File: src/rtl/t03_data_mem_requester_if.sv
// Word-organised data RAM port for the team-03 memory requester.
// Master drives address/strobes/write data, slave returns the read word.
interface t03_data_mem_requester_if;
  logic [31:0] data_address;
  logic        dm_read_en;
  logic        dm_write_en;
  logic [31:0] data_to_write;
  logic [31:0] data_read;

  modport master (
    output data_address,
    output dm_read_en,
    output dm_write_en,
    output data_to_write,
    input  data_read
  );

  modport slave (
    input  data_address,
    input  dm_read_en,
    input  dm_write_en,
    input  data_to_write,
    output data_read
  );
endinterface

File: src/rtl/t03_data_mem_requester.sv
// Core-side load/store initiator for the team-03 data RAM.
// Sub-word stores are read-modify-write; sub-word loads are extended.
module t03_data_mem_requester (
  input  logic        clk,
  input  logic        nrst,
  input  logic        req,
  input  logic        req_we,
  input  logic [1:0]  req_size,
  input  logic        req_unsigned,
  input  logic [31:0] req_addr,
  input  logic [31:0] req_wdata,
  output logic        busy,
  output logic        done,
  output logic        err,
  output logic [31:0] rdata,
  t03_data_mem_requester_if.master dm
);

  typedef enum logic [1:0] {
    IDLE,
    RD,
    WR,
    DONE
  } state_t;

  state_t      state, state_n;
  logic        we_q;
  logic        uns_q;
  logic        err_q;
  logic [1:0]  size_q;
  logic [9:0]  addr_q;
  logic [31:0] wdata_q;
  logic [31:0] word_q;

  logic        bad;
  logic [7:0]  lane8;
  logic [15:0] lane16;
  logic [31:0] ld_ext;
  logic [31:0] merged;

  // Only addr[9:0] matter: the RAM aliases every 1 KiB.
  logic unused_addr;
  assign unused_addr = ^req_addr[31:10];

  always_comb begin
    bad = 1'b0;
    case (req_size)
      2'b00:   bad = 1'b0;
      2'b01:   bad = req_addr[0];
      2'b10:   bad = |req_addr[1:0];
      default: bad = 1'b1;
    endcase
  end

  always_comb begin
    state_n = state;
    unique case (state)
      IDLE: begin
        if (req) begin
          if (bad)
            state_n = DONE;
          else if (req_we && req_size == 2'b10)
            state_n = WR;
          else
            state_n = RD;
        end
      end
      RD:      state_n = we_q ? WR : DONE;
      WR:      state_n = DONE;
      DONE:    state_n = IDLE;
      default: state_n = IDLE;
    endcase
  end

  always_comb begin
    lane8 = 8'h00;
    unique case (1'b1)
      addr_q[1:0] == 2'd0: lane8 = dm.data_read[7:0];
      addr_q[1:0] == 2'd1: lane8 = dm.data_read[15:8];
      addr_q[1:0] == 2'd2: lane8 = dm.data_read[23:16];
      addr_q[1:0] == 2'd3: lane8 = dm.data_read[31:24];
    endcase
    lane16 = addr_q[1] ? dm.data_read[31:16]
                       : dm.data_read[15:0];
  end

  always_comb begin
    ld_ext = dm.data_read;
    unique case (1'b1)
      size_q == 2'b00:
        ld_ext = {{24{~uns_q & lane8[7]}}, lane8};
      size_q == 2'b01:
        ld_ext = {{16{~uns_q & lane16[15]}}, lane16};
      default:
        ld_ext = dm.data_read;
    endcase
  end

  always_comb begin
    merged = word_q;
    unique case (1'b1)
      size_q == 2'b00:
        merged[{addr_q[1:0], 3'b000} +: 8] = wdata_q[7:0];
      size_q == 2'b01:
        merged[{addr_q[1], 4'b0000} +: 16] = wdata_q[15:0];
      default:
        merged = wdata_q;
    endcase
  end

  always_ff @(posedge clk or negedge nrst) begin
    if (!nrst) begin
      state   <= IDLE;
      we_q    <= 1'b0;
      uns_q   <= 1'b0;
      err_q   <= 1'b0;
      size_q  <= 2'b00;
      addr_q  <= 10'd0;
      wdata_q <= 32'd0;
      word_q  <= 32'd0;
      rdata   <= 32'd0;
    end else begin
      state <= state_n;
      if (state == IDLE && req) begin
        we_q    <= req_we;
        uns_q   <= req_unsigned;
        err_q   <= bad;
        size_q  <= req_size;
        addr_q  <= req_addr[9:0];
        wdata_q <= req_wdata;
      end
      // Load result lands on the edge that enters DONE.
      if (state == RD) begin
        word_q <= dm.data_read;
        if (!we_q)
          rdata <= ld_ext;
      end
    end
  end

  assign busy = (state != IDLE);
  assign done = (state == DONE);
  assign err  = (state == DONE) && err_q;

  assign dm.data_address  = {24'd0, addr_q[9:2]};
  assign dm.dm_read_en    = (state == RD);
  assign dm.dm_write_en   = (state == WR);
  assign dm.data_to_write = (state == WR) ? merged : 32'd0;

endmodule

File: src/flat_wrapper.sv
// flat-port wrapper written by rule: the top's interface ports become plain ports
module t03_data_mem_requester_flat 
  (clk, nrst, req, req_we, req_size, req_unsigned, req_addr, req_wdata, busy, done, err, rdata, dm_data_address, dm_dm_read_en, dm_dm_write_en, dm_data_to_write, dm_data_read);
  t03_data_mem_requester_if dm_i ();
  input  logic clk;
  input  logic nrst;
  input  logic req;
  input  logic req_we;
  input  logic [1:0] req_size;
  input  logic req_unsigned;
  input  logic [31:0] req_addr;
  input  logic [31:0] req_wdata;
  output logic busy;
  output logic done;
  output logic err;
  output logic [31:0] rdata;
  output wire logic [$bits(dm_i.data_address)-1:0] dm_data_address;
  output wire logic [$bits(dm_i.dm_read_en)-1:0] dm_dm_read_en;
  output wire logic [$bits(dm_i.dm_write_en)-1:0] dm_dm_write_en;
  output wire logic [$bits(dm_i.data_to_write)-1:0] dm_data_to_write;
  input wire logic [$bits(dm_i.data_read)-1:0] dm_data_read;
  assign dm_data_address = dm_i.data_address;
  assign dm_dm_read_en = dm_i.dm_read_en;
  assign dm_dm_write_en = dm_i.dm_write_en;
  assign dm_data_to_write = dm_i.data_to_write;
  assign dm_i.data_read = dm_data_read;
  t03_data_mem_requester u_core (.clk(clk), .nrst(nrst), .req(req), .req_we(req_we), .req_size(req_size), .req_unsigned(req_unsigned), .req_addr(req_addr), .req_wdata(req_wdata), .busy(busy), .done(done), .err(err), .rdata(rdata), .dm(dm_i));
endmodule
File: config.mk
export PLATFORM = sky130hd
export DESIGN_NAME = t03_data_mem_requester_flat
export DESIGN_NICKNAME = d
export VERILOG_FILES = /design/src/rtl/t03_data_mem_requester_if.sv /design/src/rtl/t03_data_mem_requester.sv /design/src/flat_wrapper.sv
export SDC_FILE = /design/constraint.sdc
export NUM_CORES = 1
export LEC_CHECK = 0
export CAP_MARGIN = 20
export CORE_ASPECT_RATIO = 0.5
export CORE_MARGIN = 3
export CORE_UTILIZATION = 43
export CTS_CLUSTER_SIZE = 12
export DETAILED_ROUTE_END_ITERATION = 16
export PLACE_DENSITY_LB_ADDON = 0.05
export SYNTH_ARGS = -nofsm -noshare
export SYNTH_HDL_FRONTEND = slang
export SYNTH_SLANG_ARGS = --single-unit
File: constraint.sdc
create_clock -name clk -period 2.74 [get_ports clk]
set_input_delay 0.685 -clock clk [delete_from_list [all_inputs] [get_ports clk]]
set_output_delay 0.685 -clock clk [all_outputs]
set_load 0.01 [all_outputs]
Word level (Yosys, flattened, before mapping)

Index checks and enable logic that the tools add are counted.

Add/sub/neg operators: 2
Equal/unequal tests: 10
Shifts and indexed selects: 4
Multiplexer cells: 13
Bitwise logic cells: 4
Reductions and logical operators: 10

Operators by type and width:

| kind                      | number |
|---|---|
| $pmux W32 S2              | 2 |
| $bwmux W32                | 2 |
| $mux W32                  | 1 |
| $pmux W8 S4               | 1 |
| $shift A16 B7 Y32 const A | 1 |
| $shift A8 B7 Y32 const A  | 1 |
| $shiftx A16 B7 Y32        | 1 |
| $shiftx A8 B7 Y32         | 1 |
| $mux W16                  | 1 |
| $neg A5 Y7                | 2 |
| $eq A2 B2 Y1 const B      | 5 |
| $eq A2 B1 Y1 const B      | 4 |
| $logic_not A2 Y1          | 4 |
| $pmux W2 S4               | 1 |
| $mux W2                   | 3 |
| $logic_and A1 B1 Y1       | 3 |
| $pmux W1 S3               | 1 |
| $and A1 B1 Y1             | 2 |
| $ne A2 B2 Y1 const B      | 1 |
| $not A1 Y1                | 2 |
| $reduce_and A2 Y1         | 1 |
| $reduce_bool A2 Y1        | 1 |
| $reduce_or A2 Y1          | 1 |
| $mux W1                   | 1 |

Bits in registers: 113
Input bits: 103
Word-level logic and storage cells: 52

Logic depth before layout (Yosys ltp)

Word-level depth: 6
Mapped depth: 9
Gate-level depth less buffers: 6

Worst setup path before layout

Ideal clock, no wire load.

Path type: register to output
Start point: register u_core.addr_q[1]
End point: output port dm_data_to_write[23]
Arrival: 2.006 ns
Data required time: 2.055 ns
Path slack: 0.049 ns
Cell stages (with the launch flop): 9
Path buffers: 2
Cell sequence: dfrtp_1 > buf_2 > inv_2 > ha_1 > nor2_1 > and4_1 > clkbuf_1 > a221o_1 > a22o_1

Longest elaborated chain between the ends: 5
Elaborated cells on any way between the ends: 10

RTL lines:

| element                                    | line                                                         | source |
|---|---|---|
| start, declared                            | t03_data_mem_requester.sv:31                                 | `logic [9:0] addr_q;` |
| start signal, assigned                     | t03_data_mem_requester.sv:129                                | `addr_q <= req_addr[9:0];` |
| $neg A5 Y7, on equally long branches       | t03_data_mem_requester.sv:105, t03_data_mem_requester.sv:103 |  |
| $shiftx A16 B7 Y32 (tied with other cells) | t03_data_mem_requester.sv:105                                | `merged[{addr_q[1], 4'b0000} +: 16] = wdata_q[15:0];` |
| $bwmux W32, on equally long branches       | t03_data_mem_requester.sv:105, t03_data_mem_requester.sv:103 |  |
| $pmux W32 S2 *                             | t03_data_mem_requester.sv:101                                | `unique case (1'b1)` |
| $mux W32 *                                 | t03_data_mem_requester.sv:148                                | `assign dm.data_to_write = (state == WR) ? merged : 32'd0;` |
| end, declared                              | flat_wrapper.sv:20                                           | `output wire logic [$bits(dm_i.data_to_write)-1:0] dm_data_to_write;` |

Every way passes the cells marked *; elsewhere a longest branch is shown, timed or not.

Worst setup path in the final report

Start point: register u_core.addr_q[0]
End point: output port dm_data_to_write[21]

Longest elaborated chain between the ends: 5
Elaborated cells on any way between the ends: 6

RTL lines:

| element                                               | line                          | source |
|---|---|---|
| $neg A5 Y7 *                                          | t03_data_mem_requester.sv:103 | `merged[{addr_q[1:0], 3'b000} +: 8] = wdata_q[7:0];` |
| $shiftx A8 B7 Y32 or $shift A8 B7 Y32 (tied branches) | t03_data_mem_requester.sv:103 |  |
| $bwmux W32 *                                          | t03_data_mem_requester.sv:103 |  |
| $pmux W32 S2 *                                        | t03_data_mem_requester.sv:101 |  |
| $mux W32 *                                            | t03_data_mem_requester.sv:148 |  |

Marked as above.

==> out/metrics.yaml <==
outcome: "finished with violations"
violations: "negative setup slack"
synth_top_cell_by_area: "dfrtp_1"
power.share.clock: 0.198
total_power_mw: 12.59
synthCells: 612
async_flop_share: 1.000
cellLeakagePower_nw: 3.832
die_width_um: 178.5
grt_max_degree: 61
cts_tree: "yes"
synth_area_per_cell_um2: 10.46
seq_power_share: 0.283
io_buffers: 157
post_dp_cell_area_um2: 8265
p_sw_frac: 0.4041
final_area_um2: 9271
setup_viol: 25
grt_pass1_wl_um: 33660
dp.cells: 955
hpwl_um: 15650
startpoint_type: "flip-flop"
cp.required_ns: 2.06
die_h_um: 92.28
final_cells: 995
yosysSeqAreaShare: 0.4418
path_cells: "inv_2, buf_6, ha_4, buf_6, clkinvlp_4, buf_6, a221o_1, a22o_1, buf_2"
place_ws_ns: -0.1496
drc: 0
first_pass_iters: 8
core.rowCount: 30
pwr_density_cell_nw_per_um2: 1358
vias: 5949
rsz0062_at_grt: "yes"
clkTransAtPathRegs_ns: 0.06
yosys-top-cells-area: "dfrtp_1, mux2_2, buf_4"
crit_family: "buffers and inverters"
critPathKind: "reg2out"
yosys_warnings: 0
drive_above_1_share: 0.3350
max-vdd-ir-drop_mv: 0.6613
cp_max_fo: 5
synth_common_cells: "dfrtp_1, mux2_2, nand2_1"
num_antenna_cells: 0
cp.arrival_ns: 2.23
p_comb_frac: 0.519
synth_cell_types: 40
worst_slew_pin_slew_ns: 0.6418
numCtsBuffers: 17
areaGrowthSynthToFinish_pct: 44.84
fin_crit_sh: 1.062
via_per_inst: 5.979
p_int_mw: 7.506
cts_hold_buf: 0
crit_buf_inv: 6
relSlewSlack: 0.5721
core_um2: 14040
synth_flop_cell: "dfrtp_1"
slowest_delay_ns: 0.39
cts-root-buf: "clkbuf_16"
hold_path_class: "in2async"
drv_slew: 0
ys_ff_latch: 113
initial_core_util: 0.4560
layout_setup_ws_ns: -0.1711
min_period_ns: 2.911
synth_top_area_frac: 0.4418
clock_latency_ns: 0.42
fin_skew_ns: 0.009704
h-tree-depth: 4
grt-ovfl-total: 0
critical_path.most_common_cell: "buf_6"
cts_sinks: 113
drtIter0Drc: 657
routed_wl_um: 22370
p_sw_mw: 5.089
yosysMostFrequentCell: "dfrtp_1"
cp-end-kind: "output pin"
cpMaxStageDelayCell: "dfrtp_1"
synth-edff-count: 0
grt_pass1_vias: 5757
fmax_mhz: 343.5
routedWlPerCell_um: 22.48
clk_path_buf_depth: 2
synthesis.area_um2: 6401
die-area_um2: 16480
finalHoldViolations: 0
cap_violations: 0
routabilityCongestion: 0.9158
grt_usage: 0.2691
ant_nets: 0
io_pins: 204
fin_nets: 903
antenna_found_initial: 0
==> final cells by class <==
| cell class | count | area (µm²) |
|---|---|---|
| fillers | 1096 | 4767 |
| inverters | 11 | 51.30 |
| well taps | 192 | 240.2 |
| flip-flops and latches | 113 | 2829 |
| repair buffers | 215 | 1971 |
| clock inverters | 12 | 203.9 |
| clock buffers | 20 | 456.7 |
| multi-input cells | 432 | 3520 |
==> flip-flops by register name, summed over array words and instances (netlist names) <==
name	count
u_core.wdata_q	32
u_core.uns_q	1
u_core.size_q	2
u_core.rdata	32
u_core.addr_q	10
u_core.err_q	1
u_core.word_q	32
u_core.we_q	1
u_core.state	2
==> power by group through the flow <==
stage | clock network (mW) | registers, mW | logic [mW]
finish | 2.49 | 3.57 | 6.53
global route | 2.60 | 3.65 | 7.05
CTS | 2.52 | 3.47 | 6.18
detailed placement | 0 | 3.44 | 5.88
global placement | 0 | 3.40 | 5.79
floorplan | 0 | 3.14 | 3.71
==> layer usage <==
metal  track usage  vias up  routed length [µm]
met4       0.05764        0                 170
li1              -     2639                   -
met5             0        -                   0
met2        0.3808      347                9556
met1        0.4023     2942               10040
met3       0.07982       21                2608
==> logic make-up (layout without fill, tap and decap cells) <==
group | Yosys count | count (layout) | synth area share
AND/OR/NAND/NOR | 104 | 104 | 0.08112
AO/OA/AOI/OAI | 199 | 199 | 0.2154
buffers and inverters | 90 | 258 | 0.07623
adder cells (fa/ha/maj) | 10 | 10 | 0.01955
other | 1 | 24 | 0.0005858
flip-flops | 113 | 113 | 0.4418
multiplexers | 95 | 95 | 0.1654
==> stage by stage <==
step                setup TNS [ns]  utilization  hold slack, ns
floorplan                        0            -          0.3894
global placement            -1.479       0.5888          0.4748
detailed placement          -1.978       0.5888          0.4817
CTS                        -0.8872       0.6481          0.2729
global route                -3.740       0.6604          0.2943
finish                      -1.563       0.6604          0.2669
==> path summary, 6_finish.rpt <==
check / from / endpoint / slack [ns] / depth (start not counted)
worst max-delay path: u_core.addr_q[0] / dm_data_to_write[21] / -0.17 / 9
worst min-delay path: nrst / u_core.addr_q[5] / 0.27 / 1
worst max register to register: u_core.addr_q[0] / u_core.rdata[15] / 0.45 / 11
worst min register to register: u_core.rdata[9] / u_core.rdata[9] / 0.49 / 2
max in group asynchronous: nrst / u_core.word_q[21] / 1.72 / 2
min in group clk: u_core.rdata[9] / u_core.rdata[9] / 0.49 / 2
==> placed cells by master (no fill, tap or decap), types with 12 or more instances in the layout <==
master	n
a22oi_1	15
o22ai_1	23
o211ai_1	16
buf_2	31
mux2_2	86
o21ai_1	12
buf_6	13
conb_1	24
o21ai_0	37
a22o_1	15
nor2_1	14
buf_4	41
dfrtp_1	112
clkbuf_16	18
nand2_1	28
clkdlybuf4s50_1	124
a21oi_1	29
nor3_1	12
a222oi_1	15
==> repair_timing <==
item                                    in CTS  in global routing
setup buffers                                6                  2
pin swaps                                   48                 29
endpoints found under the setup margin      32                 32
gates resized for setup                    190                 26
gates cloned                                 0                  1
hold endpoints to repair                     0                  0
(Power assumes the default switching activity.)
